<file path="src/rtl/reg_file_pkg.sv">
// Shared helpers for the register file: address sizing and the byte-strobe merge
// used by both the storage update and the write-to-read bypass.
package reg_file_pkg;

    localparam int unsigned MAX_W = 1024;
    localparam int unsigned MAX_S = MAX_W / 8;

    function automatic int unsigned addr_w(input int unsigned depth);
        return (depth <= 2) ? 1 : $clog2(depth);
    endfunction

    // Callers zero-extend to MAX_W and truncate the result back to their width.
    function automatic logic [MAX_W-1:0] merge(input logic [MAX_W-1:0] old_w,
                                               input logic [MAX_W-1:0] new_w,
                                               input logic [MAX_S-1:0] strb);
        logic [MAX_W-1:0] res;
        res = old_w;
        for (int i = 0; i < int'(MAX_S); i++) begin
            if (strb[i]) begin
                res[8*i +: 8] = new_w[8*i +: 8];
            end
        end
        return res;
    endfunction

endpackage

</file>
<file path="src/rtl/reg_file_word.sv">
// One register-file entry with byte-strobed write and synchronous clear.
module reg_word
    import reg_file_pkg::*;
#(
    parameter int unsigned WIDTH = 32,
    localparam int unsigned SW   = WIDTH / 8
) (
    input  logic             clock,
    input  logic             reset,
    input  logic             en,
    input  logic [SW-1:0]    strb,
    input  logic [WIDTH-1:0] d,
    output logic [WIDTH-1:0] q
);

    logic [WIDTH-1:0] q_d;
    logic [WIDTH-1:0] q_q;

    always_comb begin
        q_d = q_q;
        if (en) begin
            q_d = WIDTH'(merge(MAX_W'(q_q), MAX_W'(d), MAX_S'(strb)));
        end
    end

    always_ff @(posedge clock) begin
        if (reset) begin
            q_q <= '0;
        end else begin
            q_q <= q_d;
        end
    end

    assign q = q_q;

endmodule

</file>
<file path="src/rtl/reg_file.sv">
// Multi-entry register file: one byte-strobed write port, two combinational read
// ports, optional hardwired-zero entry 0 and optional same-cycle write bypass.
module reg_file
    import reg_file_pkg::*;
#(
    parameter int unsigned WIDTH    = 32,
    parameter int unsigned DEPTH    = 32,
    parameter int unsigned ZERO_REG = 1,
    parameter int unsigned BYPASS   = 1,
    localparam int unsigned AW      = addr_w(DEPTH),
    localparam int unsigned SW      = WIDTH / 8
) (
    input  logic             clock,
    input  logic             reset,
    input  logic             we,
    input  logic [AW-1:0]    waddr,
    input  logic [WIDTH-1:0] wdata,
    input  logic [SW-1:0]    wstrb,
    input  logic [AW-1:0]    raddr_a,
    input  logic [AW-1:0]    raddr_b,
    output logic [WIDTH-1:0] rdata_a,
    output logic [WIDTH-1:0] rdata_b
);

    logic [WIDTH-1:0] entry_val [DEPTH];
    logic             wr_eff;
    logic             byp_ok;
    logic [WIDTH-1:0] wr_old;
    logic [WIDTH-1:0] wr_merged;

    // A write is effective only if it can actually change a storage entry.
    always_comb begin
        wr_eff = we && (|wstrb) && (32'(waddr) < DEPTH)
                 && !((ZERO_REG != 0) && (waddr == '0));
        byp_ok = (BYPASS != 0) && wr_eff && !reset;
    end

    for (genvar i = 0; i < int'(DEPTH); i++) begin : g_entry
        if ((ZERO_REG != 0) && (i == 0)) begin : g_zero
            assign entry_val[i] = '0;
        end else begin : g_store
            reg_word #(.WIDTH(WIDTH)) u_word (
                .clock (clock),
                .reset (reset),
                .en    (wr_eff && (waddr == AW'(i))),
                .strb  (wstrb),
                .d     (wdata),
                .q     (entry_val[i])
            );
        end
    end

    always_comb begin
        wr_old = '0;
        if (32'(waddr) < DEPTH) begin
            wr_old = entry_val[waddr];
        end
        wr_merged = WIDTH'(merge(MAX_W'(wr_old), MAX_W'(wdata), MAX_S'(wstrb)));
    end

    // Read muxes: out-of-range reads return zero; bypass wins over storage.
    always_comb begin
        rdata_a = '0;
        rdata_b = '0;
        if (32'(raddr_a) < DEPTH) begin
            rdata_a = entry_val[raddr_a];
        end
        if (32'(raddr_b) < DEPTH) begin
            rdata_b = entry_val[raddr_b];
        end
        if (byp_ok && (raddr_a == waddr)) begin
            rdata_a = wr_merged;
        end
        if (byp_ok && (raddr_b == waddr)) begin
            rdata_b = wr_merged;
        end
    end

endmodule
</file>
<file path="config.mk">
export PLATFORM = sky130hd
export DESIGN_NAME = reg_file
export DESIGN_NICKNAME = d
export VERILOG_FILES = /design/src/rtl/reg_file_pkg.sv /design/src/rtl/reg_file_word.sv /design/src/rtl/reg_file.sv
export SDC_FILE = /design/constraint.sdc
export NUM_CORES = 2
export LEC_CHECK = 0
export CAP_MARGIN = 0
export CORE_MARGIN = 2
export CORE_UTILIZATION = 34
export CTS_CLUSTER_SIZE = 40
export DETAILED_ROUTE_END_ITERATION = 8
export PLACE_DENSITY = 0.53
export SETUP_SLACK_MARGIN = 0.3
export SYNTH_ARGS = -nofsm -noshare
export SYNTH_HDL_FRONTEND = slang
export SYNTH_SLANG_ARGS = --single-unit
</file>
<file path="constraint.sdc">
create_clock -name clock -period 6.5 [get_ports clock]
set_clock_uncertainty 0.15 [all_clocks]
set_input_delay 1.95 -clock clock [delete_from_list [all_inputs] [get_ports clock]]
set_output_delay 1.95 -clock clock [all_outputs]
set_load 0.02 [all_outputs]
</file>
# ---- Yosys cells after proc, flatten, opt, wreduce, memory -nomap -nowiden
# Index checks and enable logic that the tools add are counted.
dict set report classes {
  bitwise 3
  magnitude_cmp 3
  n_reduce_logical 164
  mux 15
  eq_ne 33
}
# op n
set ops {}
lappend ops {{$bmux 32 s5} 3}
lappend ops {{$mux 32} 8}
lappend ops {{$reduce_and 2->1} 124}
lappend ops {{$eq 5x5->1 const B} 16}
lappend ops {{$eq 5x4->1 const B} 8}
lappend ops {{$logic_and 1x1->1} 36}
lappend ops {{$mux 8} 4}
lappend ops {{$eq 5x3->1 const B} 4}
lappend ops {{$ge 6x6->1 const B} 3}
lappend ops {{$not 5->6} 3}
lappend ops {{$eq 5x2->1 const B} 2}
lappend ops {{$eq 5x5->1} 2}
lappend ops {{$eq 5x1->1 const B} 1}
lappend ops {{$logic_not 5->1} 1}
lappend ops {{$reduce_or 4->1} 1}
lappend ops {{$logic_not 1->1} 2}
dict set report word_totals {
  word_cells 342
  regBits 992
}

# ---- Logic depth before layout (Yosys ltp)
dict set report depth {
  word_depth 6
  depth_mapped 10
  mapped_depth_nobuf 5
}

# ---- Modules after synthesis
# From an unflattened synthesis, not the netlist that was laid out.
dict set report unflattened {
  cells_unflattened 7013
  hier_area_um2 70717.8
}
# module instances cells_each area_each_um2 seq_area_each_um2
set modules_own_cells {}
lappend modules_own_cells {reg_word 31 146 1463.9 640.6}
lappend modules_own_cells {reg_file 1 2487 25336.8 0.0}

# ---- Worst setup path before layout
# No wires, ideal clock.
dict set report synth_timing {
  kind {input -> output}
  from {in raddr_a[1]}
  to {out rdata_a[29]}
  path_stages 7
  arrival_ns 3.700
  required_ns 4.400
  setup_slack_ns 0.700
  path_buffers 3
  cell_sequence {buf_2 buf_2 buf_1 mux4_2 a22o_1 nor4_1 mux2i_1}
}
dict set report synth_between {
  elab_chain_len 5
}
# element line_no
set synth_lines {}
lappend synth_lines {{from (decl)} reg_file.sv:19} ;# input logic [AW-1:0] raddr_a,
lappend synth_lines {{$not 5->6 (not written as such)} reg_file.sv:66} ;# rdata_a = entry_val[raddr_a];
lappend synth_lines {{$bmux 32 s5} reg_file.sv:66}
lappend synth_lines {{$mux 32 (not written as such) (2 in a row)} reg_file.sv:66}
lappend synth_lines {{$mux 32 (*)} reg_file.sv:71} ;# if (byp_ok && (raddr_a == waddr)) begin
lappend synth_lines {{to (decl)} reg_file.sv:21} ;# output logic [WIDTH-1:0] rdata_a,
# Mark *: on every way between the ends. The rest lies on a longest branch, timed or not. The select of a mux whose other input is x is not followed.

# ---- Final worst setup path
dict set report layout_timing {
  from {in raddr_a[0]}
  to {out rdata_a[8]}
}
# The elaborated chain is that of the path after synthesis.

==> impl_metrics.tcl <==
set metrics [dict create \
    synth-seq-area-share 0.3217 \
    die_x_um 430.1 \
    fin_crit_sh 0.9912 \
    p_leak_nw 28.53 \
    area_growth_pct 31.22 \
    grt_max_degree 211 \
    worst_slew_pin_slew_ps 1219 \
    hp-class "reg -> reg" \
    io_buffers 117 \
    ff2ff_path_depth 2 \
    clkSlewWorstSetupHoldPaths_ps 60 \
    grt_usage 0.3485 \
    cts_sinks 992 \
    holdWs_ps 329.9 \
    powerDensity_mw_per_mm2 188.7 \
    drive_gt1_frac 0.3125 \
    die-area_mm2 0.1850 \
    cp.required_ps 4400 \
    h-tree-depth 3 \
    maxCapViolations 0 \
    clock_path_buffers 3 \
    vias_per_cell 6.444 \
    nNetsFinal 7561 \
    place_ws_ps -764.2 \
    path_delay_family "compound AO/OA/AOI/OAI gates" \
    clock_latency_ps 760 \
    syn_area_mm2 0.06173 \
    slew_headroom 0.1812 \
    ys.warnings.count 0 \
    cp.arrival_ps 4340 \
    start_util 0.3419 \
    critPathBufInv 5 \
    grt_remaining_overflow 0 \
    cp-start-kind "primary input" \
    clock_tree.root_cell "clkbuf_16" \
    hold_end "g_entry[7].g_store.u_word.q[25]$_SDFFE_PP0P_" \
    timing_worst_setup_path_type "in -> out" \
    fillers 17230 \
    crit_path_frequent_cell "buf_8" \
    synth_edf_count 0 \
    dr_total_vias 64240 \
    regArea_mm2 0.01986 \
    max_freq_mhz 155.2 \
    grt_pass1_vias 60200 \
    syn_area_per_cell_um2 8.937 \
    ys.flop_type "dfxtp_1" \
    place_hpwl_um 232600 \
    totalWireLength_um 336000 \
    gp_congestion 1.032 \
    r2r-start "g_entry[5].g_store.u_word.q[4]$_SDFFE_PP0P_" \
    rsz0062_at_grt "yes" \
    synthTopCellsByArea "dfxtp_1 32%, mux4_2 14%, mux2i_1 12%" \
    synth_cells 6907 \
    ys_types 72 \
    dieHeight_um 430.1 \
    largest_reg_flops 992 \
    drc 0 \
    grt_first_pass_wirelength_um 466800 \
    drv_slew 0 \
    endpoint_kind "output pin" \
    syn_nets 6961 \
    fin_ws_ps 57.40 \
    stdcell_count 9969 \
    min-delay-start "g_entry[7].g_store.u_word.q[25]$_SDFFE_PP0P_" \
    drt_pass1_iterations 6 \
    setup_viol 0 \
    antenna_found_initial 10 \
    core_area_mm2 0.1805 \
    utilization 0.4486 \
    async_flop_share 0 \
    multiInputGateArea_mm2 0.04112 \
    boundaryPins 118 \
    dp_cells 9476 \
    fin_setup_tns_ps 0 \
    reg2reg_slack_ps 5490 \
    r2r_end "g_entry[5].g_store.u_word.q[4]$_SDFFE_PP0P_" \
    cts_inserted_buffers 111 \
    ctsHoldBuffers 0 \
    cts_tree "yes" \
    rows 156 \
    wl_per_cell_um 33.71 \
    peakVddDrop_mv 0.2122 \
    min_path_cells 2 \
    synth_top_cell_by_area "dfxtp_1" \
    synth_top_area_share 0.3217 \
    yosys_register_bits 992 \
    cp_max_fo 6 \
    hold_viol_final 0 \
    drt-initial-drc-count 9845 \
    finalCriticalPeriod_ps 6443 \
    cpMaxStageDelayCell "mux4_2" \
    postRouteAntennaNets 0 \
    outcome "complete, no violations" \
    path_cells "buf_16 > buf_6 > buf_8 > buf_8 > mux4_2 > a22o_4 > a221oi_4 > o31a_1 > mux2i_2 > buf_4" \
    slowest_delay_ps 550 \
]
[layer usage]
layer  up-vias  part of all wire  track usage
met1     31940              0.37       0.4431
met5         -           0.00068            0
met4        13             0.088       0.2561
li1      27020                 -            -
met2      4232              0.43       0.5238
met3      1041              0.10      0.07041
[how the worst max path moves through the flow]
stage | depth (start not counted) | endpoint | from
after floorplan | 7 | rdata_a[29] | raddr_a[1]
after global placement | 10 | rdata_a[4] | raddr_a[2]
after detailed placement | 10 | rdata_a[4] | raddr_a[2]
after CTS | 11 | rdata_b[31] | waddr[2]
after global routing | 11 | rdata_b[4] | waddr[0]
final | 10 | rdata_a[8] | raddr_a[0]
[final cells by class]
class	instances	share of cell area
multi-input cells	5142	0.5077
flip-flops and latches	992	0.2452
repair buffers	1235	0.1632
clock buffers	161	0.04009
well taps	2370	0.03661
clock inverters	43	0.006009
inverters	25	0.001205
diodes	1	0.00003090
[cell usage in the layout (no fill, tap or decap), types with 29 or more instances in the layout]
cell type / count
mux2_2: 183
a22o_1: 44
buf_8: 48
buf_12: 137
dfxtp_1: 992
mux2i_2: 50
nor2_1: 220
mux2i_1: 655
mux2i_4: 41
nand3_1: 836
clkbuf_16: 125
buf_16: 41
nor4_4: 31
nor3_1: 55
a21oi_1: 841
buf_6: 141
a221oi_1: 56
or4_4: 37
clkbuf_8: 29
nand2_1: 967
o22ai_1: 226
clkdlybuf4s50_1: 33
buf_4: 796
mux4_2: 373
a221o_1: 40
[Yosys cell counts, drive strengths merged, types with 5 or more instances]
library cell,count
nor2b,27
inv,25
mux2,186
a221oi,91
nand4bb,6
nor3b,5
nand2,973
nor4,50
o31ai,5
or2,11
a22oi,24
a22o,58
a2111oi,13
dfxtp,992
buf,330
xor2,6
a21boi,8
a221o,40
o221ai,9
and3,24
o32ai,5
mux2i,746
o31a,8
o211ai,11
nand4b,6
a21oi,841
o2bb2ai,13
o21ai,7
mux4,373
or4,42
o22a,12
nand2b,27
nor2,235
clkbuf,418
a31oi,7
a211oi,23
nor3,99
nand3,841
o22ai,267
[through the flow]
stage	power [mW]	area [µm²]
after detailed placement	8.270	69740
after global placement	8.266	69740
after CTS	15.11	78420
final	15.29	81000
after floorplan	7.283	61730
after global routing	15.57	80990
[cell families after synthesis]
group	synth area share
buf+inv	0.06010
xor+xnor	0.001419
mux	0.2910
simple gates	0.1815
compound gates	0.1443
flops	0.3217
[where the power goes]
group / switching (mW) / internal (mW)
Clock: 2.88 / 3.74
Combinational: 1.53 / 1.00
Sequential: 0.0290 / 6.10
Total: 4.44 / 10.8
[tightest hold or removal path: stages, from the launching register on]
cell	delay [ps]
dfxtp_1	320
nand2_1	60
a21oi_1	50
[what timing repair did]
item	4_1_cts	5_1_grt
endpoints found under the setup margin	64	61
resized for setup	701	291
hold endpoints to repair	0	0
setup buffers	143	109
cloned	23	13
pin swaps	84	86
(Power assumes the default switching activity.)
